--- config.mk ---
export PLATFORM = sky130hd
export DESIGN_NAME = mem_bist
export DESIGN_NICKNAME = d
export VERILOG_FILES = /design/src/rtl/mem_bist_pkg.sv /design/src/rtl/mem_bist_chk.sv /design/src/rtl/mem_bist.sv
export SDC_FILE = /design/constraint.sdc
export NUM_CORES = 1
export LEC_CHECK = 0
export ABC_AREA = 1
export BUFFER_PORTS_ARGS = -buffer_cell sky130_fd_sc_hd__buf_2
export CAP_MARGIN = 30
export CORE_ASPECT_RATIO = 1.75
export CORE_MARGIN = 4
export CORE_UTILIZATION = 53
export CTS_CLUSTER_DIAMETER = 120
export DETAILED_ROUTE_END_ITERATION = 16
export GPL_TIMING_DRIVEN = 1
export PLACE_DENSITY = 0.76
export REMOVE_ABC_BUFFERS = 1
export SETUP_SLACK_MARGIN = 0.4
export SKIP_LAST_GASP = 1
export SLEW_MARGIN = 10
export SYNTH_ARGS = -nofsm -noshare
export SYNTH_HDL_FRONTEND = slang
export SYNTH_HIERARCHICAL = 1
export SYNTH_SLANG_ARGS = --single-unit
--- constraint.sdc ---
create_clock -name clk -period 1.79 [get_ports clk]
set_clock_uncertainty 0.05 [all_clocks]
set_input_delay 0.0895 -clock clk [delete_from_list [all_inputs] [get_ports clk]]
set_output_delay 0.0895 -clock clk [all_outputs]
set_load 0.005 [all_outputs]
--- src/rtl/mem_bist_pkg.sv ---
// Shared types for the memory BIST: FSM state encoding, read-pipeline entry and phase sequencing.
// Optional failure log is enabled with the MEM_BIST_FAIL_LOG_EN macro.
package mem_bist_pkg;

  typedef enum logic [2:0] {
    IDLE    = 3'd0,
    CLR_WR  = 3'd1,
    CLR_RD  = 3'd2,
    CLR_DRN = 3'd3,
    DA_WR   = 3'd4,
    DA_RD   = 3'd5,
    DA_DRN  = 3'd6,
    DONE    = 3'd7
  } bist_state_t;

  // Entry fields are sized for the widest supported memory; narrower instances zero-extend.
  localparam int PIPE_ADDR_W = 16;
  localparam int PIPE_DATA_W = 64;

  typedef struct packed {
    logic                   vld;
    logic [PIPE_ADDR_W-1:0] addr;
    logic [PIPE_DATA_W-1:0] exp;
  } rd_entry_t;

  function automatic logic is_active(input bist_state_t s);
    return (s != IDLE) && (s != DONE);
  endfunction

  function automatic logic is_drain(input bist_state_t s);
    return (s == CLR_DRN) || (s == DA_DRN);
  endfunction

  function automatic bist_state_t next_phase(input bist_state_t s);
    bist_state_t n;
    case (s)
      CLR_WR:  n = CLR_RD;
      CLR_RD:  n = CLR_DRN;
      CLR_DRN: n = DA_WR;
      DA_WR:   n = DA_RD;
      DA_RD:   n = DA_DRN;
      DA_DRN:  n = DONE;
      default: n = IDLE;
    endcase
    return n;
  endfunction

endpackage

--- src/rtl/mem_bist_chk.sv ---
// Read-data checker: RD_LAT-deep expectation pipeline, comparator and miscompare counter.
// With MEM_BIST_FAIL_LOG_EN defined it also latches the first miscompare of a run.
module mem_bist_chk
  import mem_bist_pkg::*;
#(
  parameter int ADDR_W = 5,
  parameter int DATA_W = 8,
  parameter int RD_LAT = 1
) (
  input  logic              clk,
  input  logic              rst_n,
  input  logic              clr_i,
  input  logic              rd_vld_i,
  input  logic [ADDR_W-1:0] rd_addr_i,
  input  logic [DATA_W-1:0] rd_exp_i,
  input  logic [DATA_W-1:0] data_out_i,
`ifdef MEM_BIST_FAIL_LOG_EN
  output logic [ADDR_W-1:0] fail_addr_o,
  output logic [DATA_W-1:0] fail_exp_o,
  output logic [DATA_W-1:0] fail_act_o,
`endif
  output logic [ADDR_W+1:0] err_cnt_o
);

  rd_entry_t        pipe_q [RD_LAT];
  rd_entry_t        push_w;
  rd_entry_t        pop_w;
  logic             miss_w;
  logic [ADDR_W+1:0] err_q;
  logic [ADDR_W+1:0] err_d;

  always_comb begin
    push_w      = '0;
    push_w.vld  = rd_vld_i;
    push_w.addr = PIPE_ADDR_W'(rd_addr_i);
    push_w.exp  = PIPE_DATA_W'(rd_exp_i);
  end

  // Stage RD_LAT-1 lines up with the cycle the memory presents the data.
  assign pop_w  = pipe_q[RD_LAT-1];
  assign miss_w = pop_w.vld && (pop_w.exp != PIPE_DATA_W'(data_out_i));

  always_ff @(posedge clk or negedge rst_n) begin
    if (!rst_n) begin
      for (int i = 0; i < RD_LAT; i++) pipe_q[i] <= '0;
    end else begin
      pipe_q[0] <= push_w;
      for (int i = 1; i < RD_LAT; i++) pipe_q[i] <= pipe_q[i-1];
    end
  end

  always_comb begin
    err_d = err_q;
    if (clr_i)       err_d = '0;
    else if (miss_w) err_d = err_q + 1'b1;
  end

  always_ff @(posedge clk or negedge rst_n) begin
    if (!rst_n) err_q <= '0;
    else        err_q <= err_d;
  end

  assign err_cnt_o = err_q;

`ifdef MEM_BIST_FAIL_LOG_EN
  logic              seen_q;
  logic [ADDR_W-1:0] fail_addr_q;
  logic [DATA_W-1:0] fail_exp_q;
  logic [DATA_W-1:0] fail_act_q;

  always_ff @(posedge clk or negedge rst_n) begin
    if (!rst_n) begin
      seen_q      <= 1'b0;
      fail_addr_q <= '0;
      fail_exp_q  <= '0;
      fail_act_q  <= '0;
    end else if (clr_i) begin
      seen_q      <= 1'b0;
      fail_addr_q <= '0;
      fail_exp_q  <= '0;
      fail_act_q  <= '0;
    end else if (miss_w && !seen_q) begin
      seen_q      <= 1'b1;
      fail_addr_q <= pop_w.addr[ADDR_W-1:0];
      fail_exp_q  <= pop_w.exp[DATA_W-1:0];
      fail_act_q  <= data_out_i;
    end
  end

  assign fail_addr_o = fail_addr_q;
  assign fail_exp_o  = fail_exp_q;
  assign fail_act_o  = fail_act_q;
`endif

endmodule

--- src/rtl/mem_bist.sv ---
// March-style memory BIST: clear+verify zeros, then write+verify address pattern.
// Optional first-failure log outputs are enabled with the MEM_BIST_FAIL_LOG_EN macro.
module mem_bist
  import mem_bist_pkg::*;
#(
  parameter int ADDR_W = 5,
  parameter int DATA_W = 8,
  parameter int RD_LAT = 1
) (
  input  logic              clk,
  input  logic              rst_n,
  input  logic              start,
  output logic [ADDR_W-1:0] addr,
  output logic [DATA_W-1:0] data_in,
  output logic              write,
  output logic              read,
  input  logic [DATA_W-1:0] data_out,
  output logic              busy,
  output logic              done,
  output logic              pass,
`ifdef MEM_BIST_FAIL_LOG_EN
  output logic [ADDR_W-1:0] fail_addr,
  output logic [DATA_W-1:0] fail_exp,
  output logic [DATA_W-1:0] fail_act,
`endif
  output logic [ADDR_W+1:0] err_cnt
);

  bist_state_t       state_q, state_d;
  logic [ADDR_W-1:0] cnt_q, cnt_d;
  logic              done_q, done_d;
  logic              pass_q, pass_d;
  logic              start_acc;
  logic              phase_end;
  logic [DATA_W-1:0] exp_w;

  assign start_acc = start && ((state_q == IDLE) || (state_q == DONE));
  // cnt_q walks addresses in write/read phases and counts latency cycles in drain phases.
  assign phase_end = is_drain(state_q) ? (cnt_q == ADDR_W'(RD_LAT - 1)) : (&cnt_q);

  always_ff @(posedge clk or negedge rst_n) begin
    if (!rst_n) begin
      state_q <= IDLE;
      cnt_q   <= '0;
      done_q  <= 1'b0;
      pass_q  <= 1'b0;
    end else begin
      state_q <= state_d;
      cnt_q   <= cnt_d;
      done_q  <= done_d;
      pass_q  <= pass_d;
    end
  end

  always_comb begin
    state_d = state_q;
    cnt_d   = cnt_q;
    if ((state_q == IDLE) || (state_q == DONE)) begin
      if (start) begin
        state_d = CLR_WR;
        cnt_d   = '0;
      end
    end else if (phase_end) begin
      state_d = next_phase(state_q);
      cnt_d   = '0;
    end else begin
      cnt_d = cnt_q + 1'b1;
    end
  end

  // Status flags come from flops and rise the cycle after the final compare has settled.
  always_comb begin
    done_d = (state_q == DONE) && !start;
    pass_d = done_d && (err_cnt == '0);
  end

  always_comb begin
    write   = (state_q == CLR_WR) || (state_q == DA_WR);
    read    = (state_q == CLR_RD) || (state_q == DA_RD);
    addr    = (write || read) ? cnt_q : '0;
    data_in = (state_q == DA_WR) ? DATA_W'(cnt_q) : '0;
    exp_w   = (state_q == DA_RD) ? DATA_W'(cnt_q) : '0;
    busy    = is_active(state_q);
    done    = done_q;
    pass    = pass_q;
  end

  mem_bist_chk #(
    .ADDR_W (ADDR_W),
    .DATA_W (DATA_W),
    .RD_LAT (RD_LAT)
  ) u_chk (
    .clk        (clk),
    .rst_n      (rst_n),
    .clr_i      (start_acc),
    .rd_vld_i   (read),
    .rd_addr_i  (addr),
    .rd_exp_i   (exp_w),
    .data_out_i (data_out),
`ifdef MEM_BIST_FAIL_LOG_EN
    .fail_addr_o(fail_addr),
    .fail_exp_o (fail_exp),
    .fail_act_o (fail_act),
`endif
    .err_cnt_o  (err_cnt)
  );

endmodule

After elaboration in Yosys (flattened, before gate mapping)
Cells that the tools add are included.
{"block": "classes", "add_sub_neg": 2, "n_eq_ne": 10, "n_mux": 13, "n_reduce_logical": 19}
{"cell": "$mux W5", "n": 6}
{"cell": "$pmux W3 S6", "n": 1}
{"cell": "$mux W7", "n": 2}
{"cell": "$eq A3 B3 Y1 const B", "n": 4}
{"cell": "$mux W3", "n": 3}
{"cell": "$ne A8 B8 Y1", "n": 1}
{"cell": "$add A7 B1 Y7 const B", "n": 1}
{"cell": "$logic_not A7 Y1", "n": 1}
{"cell": "$eq A3 B2 Y1 const B", "n": 2}
{"cell": "$add A5 B1 Y5 const B", "n": 1}
{"cell": "$logic_and A1 B1 Y1", "n": 5}
{"cell": "$logic_not A5 Y1", "n": 1}
{"cell": "$logic_or A1 B1 Y1", "n": 5}
{"cell": "$reduce_and A5 Y1", "n": 1}
{"cell": "$reduce_bool A2 Y1", "n": 2}
{"cell": "$eq A3 B1 Y1 const B", "n": 1}
{"cell": "$logic_not A3 Y1", "n": 1}
{"cell": "$ne A3 B3 Y1 const B", "n": 1}
{"cell": "$reduce_bool A3 Y1", "n": 1}
{"cell": "$ne A2 B2 Y1 const B", "n": 1}
{"cell": "$reduce_and A2 Y1", "n": 1}
{"cell": "$logic_not A1 Y1", "n": 1}
{"cell": "$mux W1", "n": 1}
{"block": "totals", "ff_bits": 26, "in_bits": 11, "word_cells": 51}

Longest topological paths before layout
{"block": "logic_depth", "word_depth": 5, "ltp_mapped": 11}

Modules after synthesis
Netlist, hierarchy kept.
{"module": "mem_bist_chk", "instances": 1, "cells_per_inst": 105, "area_each_um2": 824.5}
{"module": "mem_bist", "instances": 1, "cells_per_inst": 110, "area_each_um2": 747.0}

Least setup slack after synthesis
Ideal clock, no wire load.
{"block": "synth_path", "path_kind": "reg-to-reg", "from": "register state_q[1]", "to": "register u_chk.err_q[0], in the netlist u_chk/err_cnt_o[0]", "arrival_ps": 1538, "path_slack_ps": 136, "path_stages_with_launch": 12, "n_path_buf": 2, "synth_period_minus_slack_ps": 1654, "path_cell_list": "dfrtp_1 -> buf_4 -> nand2_1 -> nand2_1 -> o21ai_4 -> inv_2 -> nand2_1 -> inv_1 -> inv_1 -> clkbuf_1 -> nand4_1 -> nand2_1"}
{"block": "synth_between", "elab_chain_cells": 4, "word_cells_on_any_way": 6}
{"item": "start: declaration", "line": "mem_bist.sv:29", "text": "bist_state_t state_q, state_d;"}
{"item": "start signal: assignment", "line": "mem_bist.sv:48", "text": "state_q <= state_d;"}
{"item": "$eq A3 B3 Y1 or $logic_not A3 Y1 (tied branches)", "line": "mem_bist.sv:37", "text": "assign start_acc = start && ((state_q == IDLE) || (state_q == DONE));"}
{"item": "$logic_or A1 B1 Y1 *", "line": "mem_bist.sv:37"}
{"item": "$logic_and A1 B1 Y1 *", "line": "mem_bist.sv:37"}
{"item": "via start_acc", "line": "mem_bist.sv:33", "text": "logic start_acc;"}
{"item": "$mux W7 or $reduce_bool A2 Y1 (tied branches)"}
{"item": "end signal: assignment", "line": "mem_bist_chk.sv:60", "text": "else err_q <= err_d;"}
{"item": "end: declaration", "line": "mem_bist_chk.sv:29", "text": "logic [ADDR_W+1:0] err_q;"}
Mark *: on every way through the listed nets, which the timed path passes. The rest lies on a longest branch.
A chain may end at the register's enable or synchronous reset.

Final worst setup path
{"block": "layout_path", "from": "register state_q[1]", "to": "register u_chk.err_q[6], in the netlist u_chk/err_cnt_o[6]"}
Same word-level chain as after synthesis.

==> metrics.md <==
| Metric | Value |
|---|---|
| Hold slack | `59.4 ps` |
| Vias per cell | `5.66` |
| Register area | `roughly 650 µm²` |
| Hold Path Class | `input port to flop` |
| Die footprint | `0.00393 mm²` |
| Core footprint | `around 0.0028 mm²` |
| Pin count of the biggest net entering global routing | `27` |
| Commonest cells after routing, fill and taps aside | `nand2_1, buf_2, inv_1, dfrtp_1, nor2_1` |
| Root buf cell | `clkbuf_8` |
| Dpl ws | `129 ps` |
| Final Worst Setup Slack | `between 100 and 150 ps` |
| Slew @ Worst Pin | `588 ps` |
| Fill count | `177` |
| First-pass GRT wire length | `7260 µm` |
| WP data required | `1910 ps` |
| Placed cell area | `0.00175 mm²` |
| Final hold vios | `0` |
| Final Cycle Share | `between 90% and 100%` |
| Setup TNS | `0 ps` |
| Share of cells above drive strength 1 | `between 40% and 50%` |
| Final net count | `291` |
| Clk pin slew, worst setup/hold paths | `roughly 90 ps` |
| Site Rows | `25` |
| Pre-Repair DR Iteration Count | `5` |
| Layout area overhead | `43.1%` |
| Crit path buffers/inverters | `4` |
| Clk buf depth | `2` |
| Register area share after synthesis | `41.4%` |
| I/O pin count | `36` |
| Die span in y | `80.0 µm` |
| Final Critical Period | `1670 ps` |
| Clock sinks | `26` |
| Skew-Pair Late Insertion Delay | `280 ps` |
| Maximum VDD drop | `1.28 mV` |
| H-Tree Depth | `1` |
| Average size of a mapped cell | `7.31 µm²` |
| Diodes inserted | `0` |
| Total CTS buffers | `3` |
| Final ANT Viol Nets | `0` |
| Synth cell types | `26` |
| Wirelength per Cell | `~17 µm` |
| Multi-input logic area | `940 µm²` |
| DRT iter0 DRCs | `107` |
| Initial antenna violation count | `0` |
| Crit path kind | `flop to flop` |
| Max Freq | `0.597 GHz` |
| Unrepaired setup endpoints after global routing | `true` |
| Drt drc | `0` |
| Worst EP arrival | `1790 ps` |
| Crit-path cells | `nor2_4, buf_6, o21ai_4, inv_2, nand2_4, inv_4, clkinvlp_4, nand4_1, nand2_1` |
| Final wirelength | `5270 µm` |
| Final instance area | `0.00225 mm²` |
| FF+latch count, synth | `26` |
| Max FO, Critical Path | `7` |
| Slowest stage cell, crit path | `dfrtp_2` |
| Total global routing overflow | `0` |
| Outcome | `finished clean` |
| Endpoints failing setup | `0` |
| CTS tree | `yes` |
| Most common cell after layout, fill and taps aside | `nand2_1` |
| Number of port buffers | `32` |
| Pwr dens | `between 1000 and 1500 mW/mm²` |
| Crit start category | `flop` |
| Synth Instances | `215` |
| Total Routing Usage GR | `between 20% and 30%` |
| Max-slew violations | `0` |
| Max-cap viol count | `0` |
| Synth Warn # | `6` |
| Routability cong. | `0.840` |
| Max_slew headroom | `between 60 and 70%` |
| Initial core utilization | `56.4%` |
| Max stage delay on crit path | `approximately 500 ps` |
| Nature of the critical path endpoint | `flop` |
| Leakage power | `1.20 nW` |
| Die width | `a little under 50 µm` |
| Vias | `1709` |
| Post-synthesis instance area | `0.00157 mm²` |
| DPL Wire Length | `~2600 µm` |
| Crit path max-delay family | `flip-flops` |
| Vias in the first global route | `1557` |
-- Yosys cell counts --
cell type | instances | area share, %
and3_1 | 1 | 0.40
buf_2 | 1 | 0.32
buf_4 | 5 | 2.4
clkbuf_1 | 1 | 0.24
conb_1 | 1 | 0.24
dfrtp_1 | 26 | 41
ha_1 | 4 | 3.2
inv_1 | 31 | 7.4
inv_2 | 3 | 0.72
nand2_1 | 59 | 14
nand2_4 | 2 | 1.4
nand3_1 | 22 | 7.0
nand3_2 | 1 | 0.64
nand4_1 | 9 | 3.6
nor2_1 | 26 | 6.2
nor2_2 | 2 | 0.80
nor2_4 | 1 | 0.72
nor3_1 | 2 | 0.64
nor4_1 | 1 | 0.40
o21ai_0 | 2 | 0.64
o21ai_1 | 5 | 1.6
o21ai_2 | 1 | 0.56
o21ai_4 | 1 | 1.0
o21bai_1 | 1 | 0.48
xnor2_1 | 5 | 2.8
xor2_1 | 2 | 1.1
-- flip-flops by register name, summed over array words and instances, names as in the netlist --
name	count
cnt_q	5
done	1
pass	1
state_q	3
u_chk/err_cnt_o	7
u_chk/pipe_q	9
-- metal layers --
layer / global-route usage (%) / wire, µm / vias to the layer above
met3: 2.99 / 370 / 30
met2: 41.5 / 2750 / 109
met1: 27.3 / 1870 / 787
li1: - / - / 783
met4: 14.0 / 286 / 0
met5: 0 / 0 / -
-- stage by stage --
stage / util, % / total power, mW / instances
final: 80.8 / 3.35 / 302
after CTS: 76.5 / 2.92 / 297
after global routing: 80.8 / 3.50 / 302
after floorplan: - / 1.49 / 213
after detailed placement: 62.7 / 1.81 / 273
after global placement: 62.7 / 1.79 / 273
-- logic make-up after synthesis --
kind of cell             synth area share (%)
AND/OR/NAND/NOR                          35.9
buffers and inverters                    11.1
flip-flops                               41.4
AO/OA/AOI/OAI                            4.30
XOR/XNOR                                 3.90
adder cells (fa/ha/maj)                  3.18
other                                   0.239
-- timing repair --
action | in CTS | in global routing
setup endpoints to repair | 28 | 29
resized for setup | 46 | 20
endpoints found under the hold margin | 26 | 0
cloned | 1 | 0
hold buffers | 1 | 0
setup buffers | 18 | 5
pin swaps | 21 | 22
-- layout make-up --
class / count / share of cell area [%]
clock buffer: 3 / 1.84
clock inverter: 1 / 1.34
inverter: 34 / 6.07
timing repair buffer: 57 / 18.0
sequential: 26 / 29.1
tap: 27 / 1.50
multi-input combinational: 153 / 41.8
timing repair inverter: 1 / 0.334
-- where the power goes --
part / internal [mW] / total, mW / switching (mW)
logic: 0.859 / 1.96 / 1.10
clock network: 0.300 / 0.497 / 0.197
registers: 0.690 / 0.899 / 0.209
total: 1.85 / 3.35 / 1.51
-- path summary, 6_finish.rpt --
path	cells after the start	end	slack, ps	startpoint
worst min register to register	2	u_chk/err_cnt_o[6]	580	u_chk/err_cnt_o[6]
worst max register to register	9	u_chk/err_cnt_o[6]	120	state_q[1]
min in group asynchronous	2	state_q[2]	290	rst_n
worst max-delay path	9	u_chk/err_cnt_o[6]	120	state_q[1]
worst min-delay path	2	done	60	start
max in group asynchronous	2	state_q[0]	980	rst_n
No activity file was read; power rests on OpenSTA's default activity.
